--- config.mk ---
export PLATFORM = sky130hd
export DESIGN_NAME = mem_port_arbiter_flat
export DESIGN_NICKNAME = d
export VERILOG_FILES = /design/src/rtl/mem_port_arbiter_if.sv /design/src/rtl/mem_port_arbiter.sv /design/src/flat_wrapper.sv
export SDC_FILE = /design/constraint.sdc
export NUM_CORES = 1
export LEC_CHECK = 0
export ABC_AREA = 1
export BUFFER_PORTS_ARGS = -buffer_cell sky130_fd_sc_hd__buf_2
export CAP_MARGIN = 20
export CORE_ASPECT_RATIO = 1.5
export CORE_MARGIN = 4
export CORE_UTILIZATION = 40
export CTS_BUF_LIST = sky130_fd_sc_hd__clkbuf_8
export DETAILED_ROUTE_END_ITERATION = 16
export GPL_TIMING_DRIVEN = 0
export PLACE_DENSITY = 0.72
export SYNTH_ARGS = -nofsm -noshare
export SYNTH_HDL_FRONTEND = slang
export SYNTH_SLANG_ARGS = --single-unit
export TNS_END_PERCENT = 20
--- constraint.sdc ---
create_clock -name clk -period 2.1 [get_ports clk]
set_clock_uncertainty 0.15 [all_clocks]
set_input_delay 0.315 -clock clk [delete_from_list [all_inputs] [get_ports clk]]
set_output_delay 0.315 -clock clk [all_outputs]
set_load 0.01 [all_outputs]
--- src/rtl/mem_port_arbiter_if.sv ---
// Bundle of the fetch, load/store and memory-side signals of mem_port_arbiter.
// The slave modport is the arbiter's view; master is the surrounding fetch/LSU/memory side.
interface mem_port_arbiter_if #(
    parameter int AW = 32,
    parameter int DW = 32
);
    logic          if_req;
    logic [AW-1:0] if_addr;
    logic [DW-1:0] if_rdata;
    logic          if_ack;

    logic          d_req;
    logic          d_we;
    logic [AW-1:0] d_addr;
    logic [DW-1:0] d_wdata;
    logic [1:0]    d_size;
    logic [DW-1:0] d_rdata;
    logic          d_ack;

    logic          mem_req;
    logic          mem_we;
    logic [AW-1:0] mem_addr;
    logic [DW-1:0] mem_wdata;
    logic [3:0]    mem_be;
    logic [DW-1:0] mem_rdata;
    logic          mem_ready;

    logic          busy;

    modport master (
        output if_req, if_addr,
        input  if_rdata, if_ack,
        output d_req, d_we, d_addr, d_wdata, d_size,
        input  d_rdata, d_ack,
        input  mem_req, mem_we, mem_addr, mem_wdata, mem_be,
        output mem_rdata, mem_ready,
        input  busy
    );

    modport slave (
        input  if_req, if_addr,
        output if_rdata, if_ack,
        input  d_req, d_we, d_addr, d_wdata, d_size,
        output d_rdata, d_ack,
        output mem_req, mem_we, mem_addr, mem_wdata, mem_be,
        input  mem_rdata, mem_ready,
        output busy
    );
endinterface

--- src/rtl/mem_port_arbiter.sv ---
// Arbitrates the single-ported memory between instruction fetch and load/store (IDLE->ACCESS->DONE).
// Define MEMARB_FAIRNESS_EN to bound fetch starvation to STARVE_MAX consecutive data grants.
module mem_port_arbiter #(
    parameter int AW         = 32,
    parameter int DW         = 32,
    parameter int STARVE_MAX = 4
) (
    input  logic                clk,
    input  logic                reset,
    mem_port_arbiter_if.slave   bus
);
    localparam logic [1:0] S_IDLE   = 2'd0;
    localparam logic [1:0] S_ACCESS = 2'd1;
    localparam logic [1:0] S_DONE   = 2'd2;

    logic [1:0]    state_q,     state_d;
    logic          owner_q,     owner_d;     // 1 = load/store owns the port
    logic          mem_req_q,   mem_req_d;
    logic          mem_we_q,    mem_we_d;
    logic [AW-1:0] mem_addr_q,  mem_addr_d;
    logic [DW-1:0] mem_wdata_q, mem_wdata_d;
    logic [3:0]    mem_be_q,    mem_be_d;
    logic [DW-1:0] if_rdata_q,  if_rdata_d;
    logic [DW-1:0] d_rdata_q,   d_rdata_d;
    logic          if_ack_q,    if_ack_d;
    logic          d_ack_q,     d_ack_d;

    logic          any_req;
    logic          grant_data;
    logic          fetch_force;
    logic [3:0]    byte_be;
    logic [3:0]    half_be;
    logic [3:0]    d_be;

    // Lane decode: byte selects one lane by addr[1:0], half selects the pair chosen by addr[1].
    for (genvar gi = 0; gi < 4; gi++) begin : g_lane
        assign byte_be[gi] = (bus.d_addr[1:0] == 2'(gi));
        assign half_be[gi] = (bus.d_addr[1] == 1'(gi / 2));
    end

    always_comb begin
        d_be = 4'b1111;
        case (bus.d_size)
            2'b00:   d_be = byte_be;
            2'b01:   d_be = half_be;
            default: d_be = 4'b1111;
        endcase
    end

`ifdef MEMARB_FAIRNESS_EN
    localparam int CW = (STARVE_MAX < 1) ? 1 : $clog2(STARVE_MAX + 1);

    logic [CW-1:0] starve_q, starve_d;

    assign fetch_force = bus.if_req && (starve_q == CW'(STARVE_MAX));

    // Counts data grants that bypassed a waiting fetch; any fetch grant clears it.
    always_comb begin
        starve_d = starve_q;
        if (state_q == S_IDLE && any_req) begin
            if (!grant_data) begin
                starve_d = '0;
            end else if (bus.if_req && starve_q != CW'(STARVE_MAX)) begin
                starve_d = starve_q + 1'b1;
            end
        end
    end

    always_ff @(posedge clk) begin
        if (reset) begin
            starve_q <= '0;
        end else begin
            starve_q <= starve_d;
        end
    end
`else
    // Strict data priority; STARVE_MAX only matters in the fairness build.
    assign fetch_force = (STARVE_MAX < 0);
`endif

    assign any_req    = bus.if_req || bus.d_req;
    assign grant_data = bus.d_req && !fetch_force;

    always_comb begin
        state_d     = state_q;
        owner_d     = owner_q;
        mem_req_d   = mem_req_q;
        mem_we_d    = mem_we_q;
        mem_addr_d  = mem_addr_q;
        mem_wdata_d = mem_wdata_q;
        mem_be_d    = mem_be_q;
        if_rdata_d  = if_rdata_q;
        d_rdata_d   = d_rdata_q;
        if_ack_d    = 1'b0;
        d_ack_d     = 1'b0;

        case (state_q)
            S_IDLE: begin
                if (any_req) begin
                    owner_d     = grant_data;
                    mem_req_d   = 1'b1;
                    mem_we_d    = grant_data && bus.d_we;
                    mem_addr_d  = grant_data ? bus.d_addr  : bus.if_addr;
                    mem_wdata_d = grant_data ? bus.d_wdata : '0;
                    mem_be_d    = grant_data ? d_be        : 4'b1111;
                    state_d     = S_ACCESS;
                end
            end
            S_ACCESS: begin
                // Write completions also capture rdata; the value is simply don't-care.
                if (bus.mem_ready) begin
                    mem_req_d = 1'b0;
                    mem_we_d  = 1'b0;
                    if (owner_q) begin
                        d_rdata_d = bus.mem_rdata;
                        d_ack_d   = 1'b1;
                    end else begin
                        if_rdata_d = bus.mem_rdata;
                        if_ack_d   = 1'b1;
                    end
                    state_d = S_DONE;
                end
            end
            S_DONE: begin
                // One dead cycle lets the served requester drop its request before re-arbitration.
                state_d = S_IDLE;
            end
            default: begin
                mem_req_d = 1'b0;
                mem_we_d  = 1'b0;
                state_d   = S_IDLE;
            end
        endcase
    end

    always_ff @(posedge clk) begin
        if (reset) begin
            state_q     <= S_IDLE;
            owner_q     <= 1'b0;
            mem_req_q   <= 1'b0;
            mem_we_q    <= 1'b0;
            mem_addr_q  <= '0;
            mem_wdata_q <= '0;
            mem_be_q    <= '0;
            if_rdata_q  <= '0;
            d_rdata_q   <= '0;
            if_ack_q    <= 1'b0;
            d_ack_q     <= 1'b0;
        end else begin
            state_q     <= state_d;
            owner_q     <= owner_d;
            mem_req_q   <= mem_req_d;
            mem_we_q    <= mem_we_d;
            mem_addr_q  <= mem_addr_d;
            mem_wdata_q <= mem_wdata_d;
            mem_be_q    <= mem_be_d;
            if_rdata_q  <= if_rdata_d;
            d_rdata_q   <= d_rdata_d;
            if_ack_q    <= if_ack_d;
            d_ack_q     <= d_ack_d;
        end
    end

    assign bus.mem_req   = mem_req_q;
    assign bus.mem_we    = mem_we_q;
    assign bus.mem_addr  = mem_addr_q;
    assign bus.mem_wdata = mem_wdata_q;
    assign bus.mem_be    = mem_be_q;
    assign bus.if_rdata  = if_rdata_q;
    assign bus.if_ack    = if_ack_q;
    assign bus.d_rdata   = d_rdata_q;
    assign bus.d_ack     = d_ack_q;
    assign bus.busy      = (state_q != S_IDLE);

endmodule
--- src/flat_wrapper.sv ---
// flat-port wrapper written by rule: the top's interface ports become plain ports
module mem_port_arbiter_flat 
#(
    parameter int AW         = 32,
    parameter int DW         = 32,
    parameter int STARVE_MAX = 4
)
  (clk, reset, bus_if_req, bus_if_addr, bus_if_rdata, bus_if_ack, bus_d_req, bus_d_we, bus_d_addr, bus_d_wdata, bus_d_size, bus_d_rdata, bus_d_ack, bus_mem_req, bus_mem_we, bus_mem_addr, bus_mem_wdata, bus_mem_be, bus_mem_rdata, bus_mem_ready, bus_busy);
  mem_port_arbiter_if #(.AW(AW), .DW(DW)) bus_i ();
  input  logic clk;
  input  logic reset;
  input wire logic [$bits(bus_i.if_req)-1:0] bus_if_req;
  input wire logic [$bits(bus_i.if_addr)-1:0] bus_if_addr;
  output wire logic [$bits(bus_i.if_rdata)-1:0] bus_if_rdata;
  output wire logic [$bits(bus_i.if_ack)-1:0] bus_if_ack;
  input wire logic [$bits(bus_i.d_req)-1:0] bus_d_req;
  input wire logic [$bits(bus_i.d_we)-1:0] bus_d_we;
  input wire logic [$bits(bus_i.d_addr)-1:0] bus_d_addr;
  input wire logic [$bits(bus_i.d_wdata)-1:0] bus_d_wdata;
  input wire logic [$bits(bus_i.d_size)-1:0] bus_d_size;
  output wire logic [$bits(bus_i.d_rdata)-1:0] bus_d_rdata;
  output wire logic [$bits(bus_i.d_ack)-1:0] bus_d_ack;
  output wire logic [$bits(bus_i.mem_req)-1:0] bus_mem_req;
  output wire logic [$bits(bus_i.mem_we)-1:0] bus_mem_we;
  output wire logic [$bits(bus_i.mem_addr)-1:0] bus_mem_addr;
  output wire logic [$bits(bus_i.mem_wdata)-1:0] bus_mem_wdata;
  output wire logic [$bits(bus_i.mem_be)-1:0] bus_mem_be;
  input wire logic [$bits(bus_i.mem_rdata)-1:0] bus_mem_rdata;
  input wire logic [$bits(bus_i.mem_ready)-1:0] bus_mem_ready;
  output wire logic [$bits(bus_i.busy)-1:0] bus_busy;
  assign bus_i.if_req = bus_if_req;
  assign bus_i.if_addr = bus_if_addr;
  assign bus_if_rdata = bus_i.if_rdata;
  assign bus_if_ack = bus_i.if_ack;
  assign bus_i.d_req = bus_d_req;
  assign bus_i.d_we = bus_d_we;
  assign bus_i.d_addr = bus_d_addr;
  assign bus_i.d_wdata = bus_d_wdata;
  assign bus_i.d_size = bus_d_size;
  assign bus_d_rdata = bus_i.d_rdata;
  assign bus_d_ack = bus_i.d_ack;
  assign bus_mem_req = bus_i.mem_req;
  assign bus_mem_we = bus_i.mem_we;
  assign bus_mem_addr = bus_i.mem_addr;
  assign bus_mem_wdata = bus_i.mem_wdata;
  assign bus_mem_be = bus_i.mem_be;
  assign bus_i.mem_rdata = bus_mem_rdata;
  assign bus_i.mem_ready = bus_mem_ready;
  assign bus_busy = bus_i.busy;
  mem_port_arbiter #(.AW(AW), .DW(DW), .STARVE_MAX(STARVE_MAX)) u_core (.clk(clk), .reset(reset), .bus(bus_i));
endmodule
# Word-level counts from Yosys, hierarchy flattened
# Cells that the tools add are included.
# totals
ramBits	0
wordCells	50
n_memories	0
regBits	139
romBits	0
latchBits	0
# classes
magnitude_cmp	0
mul	0
reduce_logical	12
addsub	0
div	0
bitwise_logic	5
mux	14
n_eq_ne	8
n_shift	0
# op_table
cell	count
32-bit 2-to-1 mux	2
3-bit AND reduction	3
4-bit one-hot mux with 2 select lines	1
2-bit by 1-bit == test with 1-bit output (second input constant)	3
2-bit == test (second input constant)	3
2-bit logical NOT	3
1-bit one-hot mux with 3 select lines	2
1-bit 2-to-1 mux	5
1-bit NOT	5
2-bit 2-to-1 mux	2
4-bit 2-to-1 mux	1
2-bit one-hot mux with 2 select lines	1
2-bit AND reduction	2
3-bit OR reduction	1
2-bit by 1-bit inequality test with 1-bit output (second input constant)	1
2-bit inequality test (second input constant)	1
2-bit nonzero test	1
1-bit logical AND	1
1-bit logical OR	1

# Logic depth before layout (Yosys ltp)
# logic_depth
depth_word	3
mapped_depth	8
depth_no_buf	6

# Least setup slack after synthesis
# Ideal clock, no wire load.
# synth_path
kind	reg-to-reg
from	reg u_core.state_q[1]
to	reg u_core.mem_addr_q[23], in the netlist u_core.bus.mem_addr[23]
stages_incl_launch_ff	9
n_path_buf	2
path_slack_ps	608
t_arrival_ps	1226
setup_time_ps	116
path_cell_list	dfxtp_1 nor2_4 inv_2 nor2_8 inv_2 buf_6 buf_6 nor2_1 nor2_1
# synth_between
elab_chain_len	2
# synth_rtl
item	line	rtl
start: declaration	mem_port_arbiter.sv:16	logic [1:0] state_q, state_d;
start signal: assignment	mem_port_arbiter.sv:150	state_q <= state_d;
2-bit logical NOT	mem_port_arbiter.sv:97	case (state_q)
2-bit AND reduction (no source line)	n/a	
end signal: assignment	mem_port_arbiter.sv:154	mem_addr_q <= mem_addr_d;
end: declaration	mem_port_arbiter.sv:20	logic [AW-1:0] mem_addr_q, mem_addr_d;
# No other way between the ends.
# A chain may end at the register's enable or synchronous reset.

# Worst setup path after layout
# layout_path
from	reg u_core.state_q[1]
to	out bus_busy
# layout_between
elab_chain_len	1
# layout_rtl
item	line	rtl
2-bit nonzero test	mem_port_arbiter.sv:173	assign bus.busy = (state_q != S_IDLE);
end: declaration	flat_wrapper.sv:30	output wire logic [$bits(bus_i.busy)-1:0] bus_busy;
# No other way between the ends.

==> flow_summary.yaml <==
status:
  status: "completed"
timing:
  period_share: 0.885
  slew_violations: 0
  min_period_ps: 1860
  finalSetupTns_ps: 0
  setup_viol: 0
  tightestPinTransition_ps: 568
  holdWs_ps: 25.3
  relSlewSlack: 0.621
  hold_viol: 0
  max_freq_ghz: 0.538
  fin_ws_ps: 241
  grt_setup_unrepaired: "false"
setup_path:
  cp-end-kind: "output pin"
  worstPathArrival_ps: 1390
  crit_chain: "nor2_4 -> inv_2 -> buf_2"
  cp.depth: 3
  endpoint: "bus_busy"
  cp-start-kind: "flip-flop"
  critPathMaxFanout: 9
  crit_path_max_incr_delay_ps: 400
  critPathTopFamily: "flip-flops"
  critPathKind: "reg2out"
  r2r_slack_ps: 310
  r2r-start: "u_core.state_q[1]$_SDFFE_PP0P_"
  r2r_end: "u_core.bus.mem_addr[4]$_SDFFE_PP0P_"
  reg2reg_depth: 6
  cp_slowest_cell: "dfxtp_1"
  crit_buf_inv: 2
  critPathRequiredTime_ps: 1630
  critPathLaunch: "u_core.state_q[1]$_SDFFE_PP0P_"
drt:
  drt_first_pass_iters: 5
  first_iter_violations: 201
  num_vias: 6025
  drc: 0
  final_antenna_net_count: 0
  wl_per_cell_um: 14.7
  routed_via_density: 4.84
  routed_wl_mm: 18.3
synth:
  synth-simple-area-share: 0.292
  synthesis.nets: 859
  syn_area_per_cell_sq_um: 7.36
  synth_area_sq_um: 5320
  synth_compound_area_frac: 0.133
  synth_top_family_by_area: "simple AND/OR/NAND/NOR gates"
  syn_inst: 723
  synth_warnings: 0
  ys_seq_area_frac: 0.523
  synth_xor_area_frac: 0
  synth_fa_ha_area_frac: 0
  yosysUniqueCellTypes: 18
  synthMuxAreaShare: 0
  synth-seq-cells: 139
place:
  place_area_sq_um: 6880
  gp_congestion: 0.797
  dp_hpwl_mm: 13.5
  dp_cells: 1154
  pre_cts_ws_ps: 297
  port_buffers: 272
clocking:
  root_buffer: "clkbuf_8"
  cts_sinks: 139
  clk_latency_ps: 420
  postCtsSetupBuffers: 0
  cts_tree: "done"
  htreeDepth: 4
  cts_buffers: 17
  clockBufferDepth: 2
  clkTransAtPathRegs_ps: 80
cells_and_area:
  fin_area_sq_um: 7850
  drive_gt1_frac: 0.300
  areaGrowthSynthToFinish_pct: 47.6
  nets: 1208
  layout.cells.non_filler: 1244
  final_util: 0.603
  num_antenna_cells: 0
global_route:
  first_global_vias: 5808
  grt_usage: 0.232
  grt_first_pass_wirelength_mm: 28.0
  antenna_found_initial: 0
  overflow: 0
  grt_max_degree: 17
pwr:
  finalPower_mw: 6.08
  leakagePower_nw: 3.78
  power_density_nw_per_um2: 774
  ir_drop_v: 0.000563
floorplan:
  io_pins: 273
  initial_utilization: 0.409
  die_h_um: 149
  die_area_sq_um: 15200
  core_sq_um: 13000
  die_width_um: 102
  row_count: 51
job:
  drv_cap: 0
hold_path:
  worstHoldStart: "bus_d_wdata[25]"
  hold_class: "in2reg"
[state kept, by name, indices dropped and copies added, names as in the netlist]
name,count
u_core.bus.d_ack,1
u_core.bus.d_rdata,32
u_core.bus.if_ack,1
u_core.bus.if_rdata,32
u_core.bus.mem_addr,32
u_core.bus.mem_be,4
u_core.bus.mem_req,1
u_core.bus.mem_wdata,32
u_core.bus.mem_we,1
u_core.owner_q,1
u_core.state_q,2
[cell families after synthesis]
family	Yosys count
compound gates	141
buf+inv	63
flops	139
simple gates	380
[power by group]
part / internal (mW) / switching, mW
Combinational: 0.448 / 0.617
Clock: 1.03 / 1.11
Sequential: 2.80 / 0.0783
Total: 4.27 / 1.80
[synthesized netlist by cell type]
master / number / area share
nand3_1: 66 / 0.062
or2_2: 1 / 0.0012
o21ai_0: 38 / 0.036
dfxtp_1: 139 / 0.52
nor2_1: 75 / 0.053
a21oi_1: 103 / 0.097
nand2_1: 232 / 0.16
buf_2: 8 / 0.0075
buf_1: 2 / 0.0014
nand3_2: 1 / 0.0019
clkbuf_1: 38 / 0.027
nor2_4: 2 / 0.0042
nand3b_1: 1 / 0.0014
buf_6: 4 / 0.0085
inv_2: 4 / 0.0028
inv_1: 7 / 0.0049
nor2_8: 1 / 0.0038
nor4_1: 1 / 0.0012
[layout make-up]
cell class | count | area, sq um
buffer | 52 | 235
clock inverter | 13 | 130
clock buffer | 19 | 262
sequential | 139 | 2780
inverter | 11 | 41.3
timing repair buffer | 330 | 1940
multi-input combinational | 521 | 2260
tap | 159 | 199
fill | 1263 | 5160
[repair_timing]
action | 4_1_cts | 5_1_grt
hold buffers | 58 | 0
hold endpoints to repair | 77 | 0
gates resized for setup | 0 | 0
[how the worst min path moves through the flow]
stage / endpoint / cells past startpoint / slack [ps]
finish: u_core.bus.mem_wdata[25]$_SDFFE_PP0P_ / 3 / 30
global route: u_core.bus.mem_wdata[20]$_SDFFE_PP0P_ / 3 / 0.9
CTS: u_core.bus.mem_wdata[25]$_SDFFE_PP0P_ / 3 / 0.02
detailed placement: u_core.bus.mem_wdata[24]$_SDFFE_PP0P_ / 2 / 300
global placement: u_core.bus.if_rdata[28]$_SDFFE_PP0P_ / 2 / 290
floorplan: u_core.bus.d_rdata[30]$_SDFFE_PP0P_ / 2 / 310
[layer usage]
| metal | vias up | routed length [um] | GRT usage |
|---|---|---|---|
| li1 | 3040 | - | - |
| met1 | 2707 | 6730 | 0.240 |
| met2 | 231 | 9650 | 0.428 |
| met3 | 47 | 1300 | 0.0650 |
| met4 | 0 | 643 | 0.0991 |
| met5 | - | 0 | 0 |
[placed cells by master, fill, tap and decap left out]
cell type	n
a21oi_1	103
buf_1	2
buf_2	280
buf_6	4
bufinv_16	1
clkbuf_1	38
clkbuf_8	19
clkinv_2	1
clkinv_4	2
clkinvlp_4	3
dfxtp_1	139
dlygate4sd3_1	58
inv_1	7
inv_2	4
inv_6	5
inv_8	1
nand2_1	232
nand3_1	66
nand3_2	1
nand3b_1	1
nor2_1	75
nor2_4	2
nor2_8	1
nor4_1	1
o21ai_0	38
or2_2	1
[worst min-delay path, stage by stage]
cell     delay (ps)
buf_2           100
nand3_1          70
a21oi_1          60
(Power assumes the default switching activity.)
